===== src/rtl/muldiv_unit_pkg.sv =====
// Shared definitions for the RV32M multiply/divide unit: funct3 opcodes, iteration
// count and FSM state encoding.
package muldiv_unit_pkg;

  typedef enum logic [2:0] {
    OpMul    = 3'b000,
    OpMulh   = 3'b001,
    OpMulhsu = 3'b010,
    OpMulhu  = 3'b011,
    OpDiv    = 3'b100,
    OpDivu   = 3'b101,
    OpRem    = 3'b110,
    OpRemu   = 3'b111
  } muldiv_op_t;

  localparam int unsigned MULDIV_ITERS = 32;

  typedef enum logic [1:0] {
    StIdle,
    StCalc,
    StFix,
    StDone
  } muldiv_state_t;

endpackage


===== src/rtl/muldiv_unit_div_step.sv =====
// One restoring-division iteration: shift the next dividend bit into the partial
// remainder and keep the trial difference when it does not borrow.
module div_step #(
  parameter int unsigned XLEN = 32
) (
  input  logic [XLEN-1:0] rem,
  input  logic            dbit,
  input  logic [XLEN-1:0] divisor,
  output logic [XLEN-1:0] rem_next,
  output logic            qbit
);

  logic [XLEN:0] shifted;
  logic [XLEN:0] diff;

  // rem < divisor always holds, so bit XLEN of diff is exactly the borrow.
  always_comb begin
    shifted  = {rem, dbit};
    diff     = shifted - {1'b0, divisor};
    qbit     = ~diff[XLEN];
    rem_next = qbit ? diff[XLEN-1:0] : shifted[XLEN-1:0];
  end

endmodule


===== src/rtl/muldiv_unit.sv =====
// Multi-cycle RV32M multiply/divide unit: radix-2 shift-add multiply and restoring
// divide on operand magnitudes, with sign fix-up and start/busy/done handshake.
module muldiv_unit #(
  parameter int unsigned XLEN = 32
) (
  input  logic            clk,
  input  logic            reset,
  input  logic            start,
  input  logic [2:0]      op,
  input  logic [XLEN-1:0] in1,
  input  logic [XLEN-1:0] in2,
  output logic            busy,
  output logic            done,
  output logic [XLEN-1:0] result,
  output logic            negative,
  output logic            zero
);
  import muldiv_unit_pkg::*;

  localparam int unsigned CntW = $clog2(MULDIV_ITERS);
  localparam logic [XLEN-1:0] MinNeg = {1'b1, {(XLEN-1){1'b0}}};

  muldiv_state_t   state_q;
  muldiv_op_t      op_q;
  muldiv_op_t      op_in;
  logic [XLEN-1:0]   mcand_q;
  logic [2*XLEN-1:0] prod_q;
  logic [CntW-1:0]   cnt_q;
  logic              negq_q;
  logic              negr_q;
  logic              busy_q;
  logic              done_q;
  logic [XLEN-1:0]   result_q;

  logic              accept;
  logic              is_div;
  logic              sgn1;
  logic              sgn2;
  logic [XLEN-1:0]   abs1;
  logic [XLEN-1:0]   abs2;
  logic              div0;
  logic              ovf;
  logic [XLEN-1:0]   special_res;

  logic [XLEN:0]     mul_sum;
  logic [XLEN-1:0]   rem_next;
  logic              qbit;
  logic [2*XLEN-1:0] prod_fix;
  logic [XLEN-1:0]   quot;
  logic [XLEN-1:0]   remd;
  logic [XLEN-1:0]   fix_res;

  always_comb begin
    op_in  = muldiv_op_t'(op);
    accept = start && (state_q == StIdle || state_q == StDone);
    is_div = op[2];
    sgn1   = in1[XLEN-1] && (op_in inside {OpMulh, OpMulhsu, OpDiv, OpRem});
    sgn2   = in2[XLEN-1] && (op_in inside {OpMulh, OpDiv, OpRem});
    abs1   = sgn1 ? -in1 : in1;
    abs2   = sgn2 ? -in2 : in2;
    div0   = is_div && (in2 == '0);
    ovf    = (op_in inside {OpDiv, OpRem}) && (in1 == MinNeg) && (in2 == '1);
    // op[1] distinguishes REM/REMU from DIV/DIVU
    if (div0) begin
      special_res = op[1] ? in1 : '1;
    end else begin
      special_res = op[1] ? '0 : MinNeg;
    end
  end

  div_step #(
    .XLEN(XLEN)
  ) u_div_step (
    .rem     (prod_q[2*XLEN-1:XLEN]),
    .dbit    (prod_q[XLEN-1]),
    .divisor (mcand_q),
    .rem_next(rem_next),
    .qbit    (qbit)
  );

  // prod_q holds {acc_hi, multiplier} for multiply and {remainder, dividend/quotient}
  // for divide; mcand_q holds the multiplicand or the divisor.
  always_comb begin
    mul_sum  = {1'b0, prod_q[2*XLEN-1:XLEN]} + (prod_q[0] ? {1'b0, mcand_q} : '0);
    prod_fix = negq_q ? -prod_q : prod_q;
    quot     = negq_q ? -prod_q[XLEN-1:0] : prod_q[XLEN-1:0];
    remd     = negr_q ? -prod_q[2*XLEN-1:XLEN] : prod_q[2*XLEN-1:XLEN];
    fix_res  = '0;
    unique case (op_q)
      OpMul:                      fix_res = prod_fix[XLEN-1:0];
      OpMulh, OpMulhsu, OpMulhu:  fix_res = prod_fix[2*XLEN-1:XLEN];
      OpDiv, OpDivu:              fix_res = quot;
      OpRem, OpRemu:              fix_res = remd;
      default:                    fix_res = '0;
    endcase
  end

  always_ff @(posedge clk) begin
    if (reset) begin
      state_q  <= StIdle;
      op_q     <= OpMul;
      mcand_q  <= '0;
      prod_q   <= '0;
      cnt_q    <= '0;
      negq_q   <= 1'b0;
      negr_q   <= 1'b0;
      busy_q   <= 1'b0;
      done_q   <= 1'b0;
      result_q <= '0;
    end else begin
      done_q <= 1'b0;
      if (accept) begin
        op_q    <= op_in;
        negq_q  <= sgn1 ^ sgn2;
        negr_q  <= sgn1;
        cnt_q   <= '0;
        mcand_q <= is_div ? abs2 : abs1;
        prod_q  <= {{XLEN{1'b0}}, (is_div ? abs1 : abs2)};
        if (div0 || ovf) begin
          result_q <= special_res;
          done_q   <= 1'b1;
          busy_q   <= 1'b0;
          state_q  <= StDone;
        end else begin
          busy_q  <= 1'b1;
          state_q <= StCalc;
        end
      end else begin
        case (state_q)
          StCalc: begin
            if (op_q[2]) begin
              prod_q <= {rem_next, prod_q[XLEN-2:0], qbit};
            end else begin
              prod_q <= {mul_sum, prod_q[XLEN-1:1]};
            end
            cnt_q <= cnt_q + CntW'(1);
            if (cnt_q == CntW'(MULDIV_ITERS - 1)) begin
              state_q <= StFix;
            end
          end
          StFix: begin
            result_q <= fix_res;
            busy_q   <= 1'b0;
            done_q   <= 1'b1;
            state_q  <= StDone;
          end
          StDone: state_q <= StIdle;
          default: ;
        endcase
      end
    end
  end

  assign busy     = busy_q;
  assign done     = done_q;
  assign result   = result_q;
  assign negative = result_q[XLEN-1];
  assign zero     = (result_q == '0);

endmodule


===== config.mk =====
export PLATFORM = sky130hd
export DESIGN_NAME = muldiv_unit
export DESIGN_NICKNAME = d
export VERILOG_FILES = /design/src/rtl/muldiv_unit_pkg.sv /design/src/rtl/muldiv_unit_div_step.sv /design/src/rtl/muldiv_unit.sv
export SDC_FILE = /design/constraint.sdc
export NUM_CORES = 1
export LEC_CHECK = 0
export ABC_CLOCK_PERIOD_IN_PS = 6720
export BUFFER_PORTS_ARGS = -buffer_cell sky130_fd_sc_hd__buf_2
export CORE_MARGIN = 4
export CORE_UTILIZATION = 61
export CTS_CLUSTER_DIAMETER = 200
export DETAILED_ROUTE_END_ITERATION = 12
export PLACE_DENSITY_LB_ADDON = 0.05
export SYNTH_ARGS = -nofsm -noshare
export SYNTH_HDL_FRONTEND = slang
export SYNTH_SLANG_ARGS = --single-unit

===== constraint.sdc =====
create_clock -name clk -period 6.72 [get_ports clk]
set_input_delay 0.336 -clock clk [delete_from_list [all_inputs] [get_ports clk]]
set_output_delay 0.336 -clock clk [all_outputs]
set_load 0.02 [all_outputs]

# Yosys cells after proc, flatten, opt, wreduce, memory -nomap -nowiden
# Cells that the tools add are included.
word_totals:
  register_bits: 142
  in_bits: 70
  out_inout_bits: 36
  elab_cells: 93
classes:
  add_sub_neg: 8
  eq_ne: 19
  n_mux: 29
  bitwise_logic: 2
  n_reduce_logical: 24
op_table:
  columns: ["op", "n"]
  rows:
  - ["two-way mux 32 bit", 16]
  - ["two-way mux 64 bit", 2]
  - ["negation 32 bit", 4]
  - ["case mux 32 bit (4 select lines)", 1]
  - ["== test 32 bit (second input constant)", 2]
  - ["logical NOT 32 bit", 2]
  - ["negation 64 bit", 1]
  - ["adder 32 x 32 -> 33 bit", 1]
  - ["subtractor 33 x 32 -> 33 bit", 1]
  - ["== test 3 bit (second input constant)", 6]
  - ["== test 3 x 2 -> 1 bit (second input constant)", 3]
  - ["nonzero test 4 bit", 2]
  - ["== test 3 x 1 -> 1 bit (second input constant)", 2]
  - ["logical AND 1 bit", 6]
  - ["two-way mux 1 bit", 6]
  - ["two-way mux 2 bit", 3]
  - ["case mux 2 bit (3 select lines)", 1]
  - ["nonzero test 2 bit", 3]
  - ["OR reduction 2 bit", 3]
  - ["adder 5 x 1 -> 5 bit (second input constant)", 1]
  - ["== test 5 bit (second input constant)", 1]
  - ["== test 2 bit (second input constant)", 2]
  - ["AND reduction 2 bit", 2]
  - ["logical NOT 3 bit", 1]
  - ["9 further kinds", 10]

# Longest topological paths before layout
# Gate-level depths: netlist of the first run.
logic_depth:
  word_depth: 7
  ltp_mapped: 15
  depth_no_buf: 13

# Modules after synthesis
# A second synthesis of the first run with hierarchy kept.
hier_totals:
  cells_unflattened: 2160
  area_unflattened_um2: 15742.6
by_module_without_submodules:
  columns: ["module", "n_inst", "cells_per_inst", "area_per_inst_um2"]
  rows:
  - ["muldiv_unit", 1, 1855, 13384.1]
  - ["div_step", 1, 305, 2358.5]

# Worst setup path after synthesis of the first run
# No wires, ideal clock.
synth_path:
  kind: "register -> register"
  from: "reg prod_q[32]"
  to: "reg prod_q[36]"
  setup_time_ps: 116
  arrival_time_ps: 3089
  t_required_ps: 6604
  path_slack_ps: 3515
  path_stages_with_launch: 14
  path_buffers: 2
  period_less_slack_ps: 3205
  path_cell_list: "dfxtp_1 clkbuf_1 inv_1 fa_1 nor2b_1 o31a_1 o21a_1 o21ai_1 o21a_1 xnor2_1 buf_2 mux2_2 a21oi_1 nor2_1"
synth_between:
  elab_chain_cells: 3
  word_cells_on_any_way: 4
synth_lines:
  columns: ["item", "line", "rtl"]
  rows:
  - ["from (decl)", "muldiv_unit.sv:27", "logic [2*XLEN-1:0] prod_q;"]
  - ["from (signal assigned)", "muldiv_unit.sv:118", "prod_q <= {{XLEN{1'b0}}, (is_div ? abs1 : abs2)};"]
  - ["from (signal assigned)", "muldiv_unit.sv:132", "prod_q <= {rem_next, prod_q[XLEN-2:0], qbit};"]
  - ["from (signal assigned)", "muldiv_unit.sv:134", "prod_q <= {mul_sum, prod_q[XLEN-1:1]};"]
  - ["subtractor 33 x 32 -> 33 bit", "muldiv_unit_div_step.sv:19", "diff = shifted - {1'b0, divisor};"]
  - ["two-way mux 32 bit", "muldiv_unit_div_step.sv:21", "rem_next = qbit ? diff[XLEN-1:0] : shifted[XLEN-1:0];"]
  - ["two-way mux 64 bit (*)", "muldiv_unit.sv:131", "if (op_q[2]) begin"]
# Mark *: on every way between the ends. The rest lies on a longest branch, timed or not.
# A chain may end at the register's enable or synchronous reset.

# Worst setup path in the final report of the first run
layout_path:
  from: "reg prod_q[0]"
  to: "reg result_q[23] (netlist: result[23])"
layout_between:
  elab_chain_cells: 5
  word_cells_on_any_way: 7
layout_lines:
  columns: ["item", "line", "rtl"]
  rows:
  - ["negation 64 bit or negation 32 bit (tied branches)", "muldiv_unit.sv:85, muldiv_unit.sv:86", null]
  - ["two-way mux 64 bit or two-way mux 32 bit (tied branches)", "muldiv_unit.sv:85, muldiv_unit.sv:86", null]
  - ["case mux 32 bit (4 select lines) (*)", "muldiv_unit.sv:89", "unique case (op_q)"]
  - ["two-way mux 32 bit (*)", "muldiv_unit.sv:129", "case (state_q)"]
  - ["two-way mux 32 bit (*)", "muldiv_unit.sv:112", "if (accept) begin"]
  - ["to (signal assigned)", "muldiv_unit.sv:120", "result_q <= special_res;"]
  - ["to (signal assigned)", "muldiv_unit.sv:142", "result_q <= fix_res;"]
  - ["to (decl)", "muldiv_unit.sv:33", "logic [XLEN-1:0] result_q;"]
# Mark *: on every way between the ends. The rest lies on a longest branch, timed or not. The select of a mux whose other input is x is not followed.

==> results of run 1 <==
worst min path at each step:
stage / startpoint / endpoint / cells past startpoint
global route: op[0] / op_q[0] / 3
floorplan: mcand_q[17] / mcand_q[17] / 2
detailed placement: mcand_q[17] / mcand_q[17] / 2
CTS: op[0] / op_q[0] / 3
global placement: mcand_q[17] / mcand_q[17] / 2
finish: op[0] / op_q[0] / 3
kinds of logic (layout without fill, tap and decap cells):
logic type,Yosys count,after routing,synth area share (%)
buf+inv,225,235,5.950
compound gates,718,718,31.12
xor+xnor,177,177,10.55
flops,142,142,19.34
fa+ha+maj,76,76,6.572
simple gates,662,662,21.36
mux,74,74,5.108
registers in the layout (all words and copies together) (netlist names):
register,count
busy,1
cnt_q,5
negr_q,1
done,1
prod_q,64
negq_q,1
result,32
state_q,2
op_q,3
mcand_q,32
power breakdown:
part | total [mW] | internal [mW] | switching [mW]
logic | 5.12 | 1.94 | 3.17
registers | 1.52 | 1.09 | 0.434
clock network | 0.964 | 0.518 | 0.446
metrics by stage:
stage                     utilization (%)  setup slack (ns)  instance area, um^2  power [mW]
after floorplan                         -             3.515                14700       5.147
final                               66.95             2.481                15810       7.601
after CTS                           66.95             2.657                15810       7.446
after global routing                66.95             2.279                15810       8.082
after global placement              64.49             2.718                15230       6.396
after detailed placement            64.49             2.679                15230       6.464
routing by layer:
metal  global-route usage, %  vias to the layer above  share of wire [%]
li1                        -                     7551                  -
met1                   52.49                     7635                 40
met2                   61.02                      914                 44
met3                   9.286                      175                 10
met4                   18.11                        0                5.1
met5                       0                        -                  0
Yosys cell counts, drive strengths merged, types with 6 or more instances:
| master | n |
|---|---|
| o211ai | 44 |
| ha | 74 |
| inv | 75 |
| o21a | 15 |
| o22ai | 10 |
| and2 | 10 |
| and3 | 16 |
| nor2 | 228 |
| a21oi | 234 |
| dfxtp | 142 |
| clkbuf | 115 |
| or2 | 14 |
| a31oi | 19 |
| o21ai | 155 |
| mux2 | 8 |
| o221ai | 16 |
| nand3 | 27 |
| nand2b | 12 |
| o41ai | 15 |
| nand4 | 23 |
| a221oi | 10 |
| nor4 | 27 |
| or3 | 18 |
| xor2 | 83 |
| nor3b | 6 |
| or4 | 19 |
| xnor2 | 94 |
| o21bai | 11 |
| mux2i | 66 |
| a211oi | 51 |
| nor2b | 17 |
| a32o | 7 |
| nor3 | 32 |
| nand2 | 197 |
| buf | 33 |
| o31ai | 29 |
| a211o | 8 |
| a21o | 50 |
final cells by class:
| class | count | area, um^2 | share of cell area (%) |
|---|---|---|---|
| Tap cell | 319 | 399.1 | 2.525 |
| Sequential cell | 142 | 2848 | 18.01 |
| Timing Repair Buffer | 126 | 683.2 | 4.322 |
| Clock buffer | 19 | 464.2 | 2.937 |
| Inverter | 77 | 289.0 | 1.828 |
| Multi-Input combinational cell | 1707 | 11010 | 69.65 |
| Clock inverter | 13 | 115.1 | 0.7282 |
critical path: cells and delay by family, from the launching register on:
family                 cells  cell delay (ns)
flip-flops                 1             0.34
buffers and inverters      1             0.85
AND/OR/NAND/NOR            3             1.67
AO/OA/AOI/OAI              4             1.06
XOR/XNOR                   1             0.19
==> Implementation_results.wiki, run 1 <==
{| class="wikitable"
! Metric !! Value
|-
| Fillers || 2178
|-
| Layout net count || 2217
|-
| Setup slack on the worst flop-to-flop path || 2.48 ns
|-
| Result of the run || completed
|-
| Number of storage elements in the synthesis netlist || 142
|-
| Final routed wirelength across all metal layers || 54.22 mm
|-
| Ratio of routed vias to standard cells || 6.773
|-
| Synthesized area || 0.01470 mm^2
|-
| Cell count after placement || 2371
|-
| Primary FF master, synth || dfxtp_1
|-
| Leading cell type in the layout, fill and taps excluded || a21oi_1
|-
| Net count after synthesis || 2220
|-
| Vertical extent of the die || 163.2 um
|-
| Clock-pin slew on the worst setup and hold paths || 0.07 ns
|-
| Cell accounting for the most synthesized area || dfxtp_1
|-
| Mapped Cells || 2074
|-
| Maximum number of pins on one net before global-route repair || 89
|-
| Fraction of synthesized cell area taken by the top area cell type || 19.34%
|-
| Proportion of register bits with asynchronous set or reset after synthesis || 0%
|-
| DRC Markers || 0
|-
| RSZ-0062 raised after global routing || false
|-
| Total Routing Usage GR || 39.54%
|-
| First-pass iteration count of the detailed router || 6
|-
| Kind of start point of the critical path || flip-flop
|-
| Antenna Nets Post-Route || 0
|-
| Slowest cell on the critical path || nor4_1
|-
| Required time at the endpoint of the critical path || 7.03 ns
|-
| Total clock buffers created by CTS || 17
|-
| Row cnt || 56
|-
| Weighted congestion at the end of routability-driven global placement || 1.041
|-
| Area of the die || 0.02664 mm^2
|-
| Yosys warns || 0
|-
| Final setup violation count || 0
|-
| TNS Setup || 0 ns
|-
| Reg-to-reg critical path startpoint || prod_q[0]
|-
| Critical path arrival || 4.55 ns
|-
| Achievable Freq || 0.2359 GHz
|-
| Capturing element type of the critical path || flip-flop
|-
| First-pass GRT wire length || 83.56 mm
|-
| Share of the yosys chip area belonging to registers || 19.34%
|-
| Slew margin rel. || 21.79%
|-
| Starting density of the core || 62.25%
|-
| Worst setup startpoint || prod_q[0]
|-
| Peak fanout along the critical path || 33
|-
| Root buffer cell || clkbuf_16
|-
| Via count of the first global-routing pass || 14830
|-
| EDFF count, synth || 0
|-
| Peak per-stage delay on the critical path || 0.88 ns
|-
| Depth of the CTS H-tree || 4
|-
| Slew at the pin with the worst max-slew slack || 1.172 ns
|-
| Post-route clock period utilization || 63.08%
|-
| Avg WL per Cell || 22.56 um
|-
| Final cell count without fillers || 2403
|-
| IO Count || 106
|-
| TritonCTS clock tree || done
|-
| Top cells by area, synth || dfxtp_1 19%, a21oi_1 8.0%, ha_1 6.3%, nor2_1 5.8%, xnor2_1 5.6%
|-
| Detailed-placement wirelength estimate || 40.86 mm
|-
| Die outline width || 163.2 um
|-
| Fin. max-slew vios || 0
|-
| CP Cell Sequence || inv_1, nand2_1, nor4_1, nand3_2, o31ai_1, xor2_1, o22ai_1, a221oi_1, o21ai_1
|-
| # resized after CTS || 0
|-
| Number of cells on the worst reg-to-reg path || 9
|-
| Count of input and output buffers || 105
|-
| Clock latency of the later-clocked register in the worst-skew pair || 0.44 ns
|-
| Number of distinct library cells after synthesis || 87
|-
| Fraction of layout cells with a size suffix above 1 || 10.12%
|-
| Number of buffers added to fix hold violations after cts || 0
|-
| Final number of hold-violating endpoints || 0
|-
| Most frequent cells in the layout || 234 x a21oi_1, 227 x nor2_1, 195 x nand2_1
|-
| Core Box Area || 0.02361 mm^2
|-
| Number of violations of the max-capacitance limit || 0
|-
| Clock Skew || 0.01193 ns
|-
| Final hold slack || 0.2173 ns
|-
| Largest voltage drop on the vdd net || 0.4772 mV
|-
| Aggregate global routing overflow || 0
|-
| Antenna diode count || 0
|-
| Via Count || 16280
|-
| Capture point of the critical path || result[23]
|-
| Path class of the lowest-slack min-delay path || in -> reg
|-
| Number of setup buffers added after CTS || 0
|-
| Violation count after the first detailed-route iteration || 2142
|-
| Maximum number of buffers from clock root to sink || 2
|-
| Type of the worst setup path || reg -> reg
|-
| Minimum period implied by the final worst setup slack || 4.239 ns
|-
| Average cell area after synthesis || 7.087 um^2
|-
| Cell leakage power || 6.520 nW
|-
| CTS sink cnt || 142
|-
| Pwr/cell area || 480.9 mW/mm^2
|-
| Worst flop-to-flop path endpoint || result[23]
|-
| Layout overhead on the synthesized area || 7.551%
|-
| Antenna violations before repair || 1
|}
No activity file was read; power rests on OpenSTA's default activity.
==> inputs of run 2 (changes only) <==
ABC_CLOCK_PERIOD_IN_PS = 3400   (was 6720)
CORE_UTILIZATION = 57   (was 61)
clock period = 3.4 ns   (was 6.72 ns; I/O delays follow)
==> run 2 against run 1 <==
Global-route usage decreased by 0.83 points. Non-clock buffer count grew 108. Core utilization decreased by 0.51 points. Die area grew 6.7%. Critical path type unchanged. Critical endpoint is now result[2]. Largest cell class unchanged. Largest power group unchanged.
==> Implementation_results.wiki, run 2 (synthesis results as in run 1) <==
{| class="wikitable"
! Metric !! Value
|-
| Result of the run || completed
|-
| Die outline width || 168.6 um
|-
| Slowest cell on the critical path || or4_4
|-
| Type of the worst setup path || reg -> reg
|-
| Depth of the CTS H-tree || 4
|-
| Number of violations of the max-capacitance limit || 0
|-
| Aggregate global routing overflow || 0
|-
| Total clock buffers created by CTS || 17
|-
| Buf+Inv Stages, Crit Path || 0
|-
| IO Count || 106
|-
| Detailed-placement wirelength estimate || 44.02 mm
|-
| Path class of the lowest-slack min-delay path || in -> reg
|-
| Ratio of routed vias to standard cells || 6.657
|-
| Pwr/cell area || 975.4 mW/mm^2
|-
| Cell repeated most along the worst path || or4_4
|-
| Total Routing Usage GR || 38.72%
|-
| Flip-flop count of the largest register after layout || 64
|-
| Antenna Nets Post-Route || 0
|-
| Final hold slack || 0.03668 ns
|-
| Kind of start point of the critical path || flip-flop
|-
| Area of the die || 0.02842 mm^2
|-
| Maximum number of pins on one net before global-route repair || 86
|-
| First-pass iteration count of the detailed router || 8
|-
| Fraction of layout cells with a size suffix above 1 || 15.29%
|-
| Clock-pin slew on the worst setup and hold paths || 0.07 ns
|-
| Count of input and output buffers || 105
|-
| Peak per-stage delay on the critical path || 0.57 ns
|-
| Achievable Freq || 0.3031 GHz
|-
| Slew at the pin with the worst max-slew slack || 0.8523 ns
|-
| Final number of hold-violating endpoints || 0
|-
| Final routed wirelength across all metal layers || 57.19 mm
|-
| DRC Markers || 0
|-
| Core Box Area || 0.02525 mm^2
|-
| Slew margin rel. || 42.97%
|-
| Minimum period implied by the final worst setup slack || 3.300 ns
|-
| Row cnt || 58
|-
| Post-route clock period utilization || 97.05%
|-
| Maximum number of buffers from clock root to sink || 2
|-
| Largest voltage drop on the vdd net || 0.5906 mV
|-
| Placement Setup Slack || -0.04770 ns
|-
| Most frequent cells in the layout || 230 x a21oi_1, 226 x nor2_1, 195 x nand2_1
|-
| Avg WL per Cell || 22.68 um
|-
| CTS sink cnt || 142
|-
| Weighted congestion at the end of routability-driven global placement || 1.042
|-
| Peak fanout along the critical path || 7
|-
| Root buffer cell || clkbuf_16
|-
| Critical path arrival || 3.60 ns
|-
| TritonCTS clock tree || done
|-
| Via Count || 16780
|-
| Final setup violation count || 0
|-
| Vertical extent of the die || 168.6 um
|-
| Register containing the most flip-flops in the final layout || prod_q
|-
| Capturing element type of the critical path || flip-flop
|-
| Clock latency of the later-clocked register in the worst-skew pair || 0.44 ns
|-
| Least setup slack across all paths after layout || 0.1004 ns
|-
| Layout overhead on the synthesized area || 14.16%
|-
| Layout net count || 2325
|-
| Leading cell type in the layout, fill and taps excluded || a21oi_1
|-
| CP Cell Sequence || or4_4, or4_4, nor3_4, a21boi_0, a21oi_1, xor2_1, o22ai_1, a221oi_1, o21ai_0
|-
| Clock Skew || 0.01449 ns
|-
| Fillers || 2296
|-
| Total power consumption of the routed design || 16.37 mW
|-
| First-pass GRT wire length || 87.82 mm
|-
| Via count of the first global-routing pass || 15480
|-
| Starting density of the core || 58.20%
|-
| Antenna diode count || 0
|-
| Fin. max-slew vios || 0
|-
| Required time at the endpoint of the critical path || 3.70 ns
|-
| Violation count after the first detailed-route iteration || 2147
|-
| Worst path top cell family by delay || simple AND/OR/NAND/NOR gates
|-
| Antenna violations before repair || 3
|-
| Cell leakage power || 7.101 nW
|}
-- run 2: changes by cell type in the layout (fill, tap and decap cells not counted), moves of 3 or more --
cell,previous run,this run
a21oi_1,234,230
a21oi_2,0,3
buf_4,21,126
o21ai_0,146,141
o21ai_1,8,11
-- run 2: per-layer routing --
metal / vias to the layer above / part of all wire [%] / track usage [%] / wire length [um]
li1: 7746 / - / - / -
met3: 196 / 11 / 9.108 / 6333
met2: 976 / 44 / 59.66 / 25140
met4: 6 / 5.0 / 17.25 / 2878
met5: - / 0.059 / 0 / 34
met1: 7859 / 40 / 51.72 / 22800
-- run 2: area by class of cell --
type | count | area (um^2) | share of cell area (%)
clock buffers | 17 | 425.4 | 2.535
repair buffers | 234 | 1536 | 9.157
flip-flops and latches | 142 | 2850 | 16.99
clock inverters | 14 | 170.2 | 1.014
well taps | 330 | 412.9 | 2.461
inverters | 77 | 289.0 | 1.723
multi-input cells | 1707 | 11090 | 66.12
-- run 2: worst register-to-register path, cell delays in order (launching register included) --
cell and delay, ns:
dfxtp_1 0.39, or4_4 0.57, or4_4 0.47, nor3_4 0.29, a21boi_0 0.27, a21oi_1 0.26, xor2_1 0.17, o22ai_1 0.10
a221oi_1 0.49, o21ai_0 0.15
-- run 2: where the power goes --
group	total, mW	internal [mW]	leakage, nW	switching [mW]
combinational	11.6	4.66	5.65	6.92
sequential	2.79	2.15	1.16	0.643
clock	1.99	1.11	0.289	0.885
total	16.4	7.91	7.10	8.45
-- run 2: worst paths after layout --
kind,startpoint,to,slack (ns),cells after the start
max reg2reg,prod_q[13],result[2],0.10,9
min reg2reg,mcand_q[26],mcand_q[26],0.46,2
max,prod_q[13],result[2],0.10,9
min,op[0],op_q[0],0.04,3
-- run 2: metrics by stage --
step	instance area, um^2	std cells	util (%)	TNS (ns)
floorplan	14700	2074	-	0
finish	16780	2521	66.44	0
global placement	16000	2480	63.37	0
CTS	16610	2511	65.77	0
detailed placement	16000	2480	63.37	-0.04770
global route	16780	2521	66.44	-0.02760
-- run 2: repair_timing --
action	CTS	global route
gates cloned	0	1
gates resized for setup	2	24
buffers inserted	0	9
hold buffers	0	0
setup endpoints to repair	2	21
pin swaps	0	2
==> inputs of run 3 (changes only) <==
CORE_ASPECT_RATIO = 1.4   (was default)
==> run 3 against run 2 <==
Die area grew 0.13%. Hold slack gained 0.0086 ns. Combinational power is essentially flat. Non-clock buffer count grew 18. Flip-flop and latch count is the same. Count of clock-buffer cells in the layout grew 4. First-iteration DRC count shrank 23%. Via count shrank 0.46%. Critical endpoint is now prod_q[59]. Largest cell class unchanged. Highest routed layer is now met4.
==> Implementation_results.wiki, run 3 (synthesis results as in run 1) <==
{| class="wikitable"
! Metric !! Value
|-
| Pwr/cell area || 974.4 mW/mm^2
|-
| Violation count after the first detailed-route iteration || 1662
|-
| Number of cells on the worst reg-to-reg path || 13
|-
| Worst setup startpoint || prod_q[0]
|-
| Layout overhead on the synthesized area || 14.80%
|-
| Cell leakage power || 7.172 nW
|-
| Reg-to-reg critical path startpoint || prod_q[0]
|-
| Result of the run || completed
|-
| Placement Setup Slack || 0.0002844 ns
|-
| Path class of the lowest-slack min-delay path || in -> reg
|-
| Maximum number of buffers from clock root to sink || 2
|-
| Most frequent cells in the layout || 232 x a21oi_1, 225 x nor2_1, 195 x nand2_1
|-
| Setup slack on the worst flop-to-flop path || 0.1 ns
|-
| Vertical extent of the die || 198 um
|-
| Avg WL per Cell || 22.88 um
|-
| Aggregate global routing overflow || 0
|-
| Antenna diode count || 0
|-
| Kind of start point of the critical path || flip-flop
|-
| Worst flop-to-flop path endpoint || prod_q[59]
|-
| Final setup violation count || 0
|-
| Critical path arrival || 3.67 ns
|-
| Core Box Area || 0.02538 mm^2
|-
| Final number of hold-violating endpoints || 0
|-
| Die outline width || 143.7 um
|-
| Final routed wirelength across all metal layers || 57.86 mm
|-
| Post-route clock period utilization || 97.08%
|-
| Number of violations of the max-capacitance limit || 0
|-
| Total power consumption of the routed design || 16.44 mW
|-
| Total clock buffers created by CTS || 17
|-
| Largest voltage drop on the vdd net || 0.5305 mV
|-
| Least setup slack across all paths after layout || 0.09924 ns
|-
| Minimum period implied by the final worst setup slack || 3.301 ns
|-
| Root buffer cell || clkbuf_16
|-
| TritonCTS clock tree || done
|-
| Leading cell type in the layout, fill and taps excluded || a21oi_1
|-
| Clock latency of the later-clocked register in the worst-skew pair || 0.45 ns
|-
| Pint || 7.930 mW
|-
| Via Count || 16710
|-
| First-pass GRT wire length || 88.04 mm
|-
| Required time at the endpoint of the critical path || 3.77 ns
|-
| Flip-flop count of the largest register after layout || 64
|-
| Switching portion of total power || 51.77%
|-
| Weighted congestion at the end of routability-driven global placement || 1.037
|-
| Clock power share || 11.9%
|-
| Fin. max-slew vios || 0
|-
| Relative contribution of sequential cells to total power || 16.6%
|-
| Slew margin rel. || 45.43%
|-
| Detailed-placement wirelength estimate || 45.33 mm
|-
| Capture point of the critical path || prod_q[59]
|-
| Slew at the pin with the worst max-slew slack || 0.8186 ns
|-
| Peak fanout along the critical path || 5
|-
| Starting density of the core || 57.91%
|-
| Type of the worst setup path || reg -> reg
|-
| Count of input and output buffers || 105
|-
| Clock-pin slew on the worst setup and hold paths || 0.07 ns
|-
| Antenna Nets Post-Route || 0
|-
| Depth of the CTS H-tree || 4
|-
| Antenna violations before repair || 0
|-
| Register containing the most flip-flops in the final layout || prod_q
|-
| IO Count || 106
|-
| First-pass iteration count of the detailed router || 6
|-
| Number of buffers added to fix hold violations after cts || 0
|-
| Achievable Freq || 0.3030 GHz
|-
| CTS sink cnt || 142
|-
| Ratio of routed vias to standard cells || 6.605
|-
| Fraction of layout cells with a size suffix above 1 || 15.79%
|-
| Post-layout instance area || 0.01687 mm^2
|-
| TNS Setup || 0 ns
|-
| Maximum number of pins on one net before global-route repair || 86
|-
| Instance area at placement || 0.01616 mm^2
|-
| DRC Markers || 0
|-
| P_sw || 8.511 mW
|-
| Area of the die || 0.02846 mm^2
|-
| Capturing element type of the critical path || flip-flop
|-
| Clock Skew || 0.01419 ns
|-
| Layout net count || 2343
|-
| Total Routing Usage GR || 39.84%
|-
| Share of power burned in combinational logic || 71.5%
|-
| Row cnt || 69
|-
| Via count of the first global-routing pass || 15630
|}
[run 3: cell types whose count changed in the layout (fill, tap and decap cells not counted), sizes merged]
cell / previous run / this run
buf: 233 / 251
clkbuf: 18 / 22
clkinv: 3 / 5
clkinvlp: 2 / 3
inv: 84 / 78
[run 3: critical path, stage by stage, from the launching register on]
cell	delay, ns
dfxtp_2	0.35
and2_1	0.15
ha_1	0.22
fa_1	0.45
a211o_1	0.38
nand4_1	0.11
nand3_1	0.19
o21ai_1	0.20
buf_4	0.13
a31oi_1	0.12
a31o_2	0.34
mux2i_1	0.25
o22ai_1	0.13
a21oi_1	0.18
[run 3: how the worst min path moves through the flow]
stage | end | start | cells past startpoint | slack [ns]
4_1_cts | op_q[0] | op[0] | 3 | 0.04
6_report | op_q[0] | op[0] | 3 | 0.05
3_3_place_gp | mcand_q[17] | mcand_q[17] | 2 | 0.44
2_1_floorplan | op_q[0] | op[0] | 2 | 0.31
3_5_place_dp | mcand_q[17] | mcand_q[17] | 2 | 0.45
5_1_grt | op_q[0] | op[0] | 3 | 0.06
[run 3: routing by layer]
metal  track usage, %  share of wire [%]
met1            47.77                 38
met2            66.20                 47
met3            4.276                6.7
met4            27.49                8.8
met5                0                  0
[run 3: power by group through the flow]
stage	clock (mW)	sequential [mW]	combinational, mW
detailed placement	0	2.72	11.0
finish	1.96	2.73	11.8
global placement	0	2.71	10.9
floorplan	0	2.68	7.49
CTS	1.95	2.69	11.1
global route	2.02	2.77	12.6
[run 3: layout make-up]
class                           count  area [um^2]
Timing Repair Buffer              252         1663
Clock buffer                       21        460.4
Inverter                           77        291.5
Tap cell                          319        399.1
Sequential cell                   142         2849
Multi-Input combinational cell   1707        11080
Fill cell                        2310         8508
Clock inverter                     11        131.4
[run 3: what timing repair did]
item                       4_1_cts  5_1_grt
gates cloned                     0        1
pin swaps                        0        2
setup endpoints to repair        2       25
resized for setup                2       20
setup buffers                    0        2
[run 3: metrics by stage]
stage,hold slack (ns),utilization [%],cells
after floorplan,0.3060,-,2074
after global placement,0.4399,63.68,2494
after detailed placement,0.4463,63.68,2494
after CTS,0.03792,66.03,2526
after global routing,0.06474,66.48,2529
final,0.04528,66.48,2529
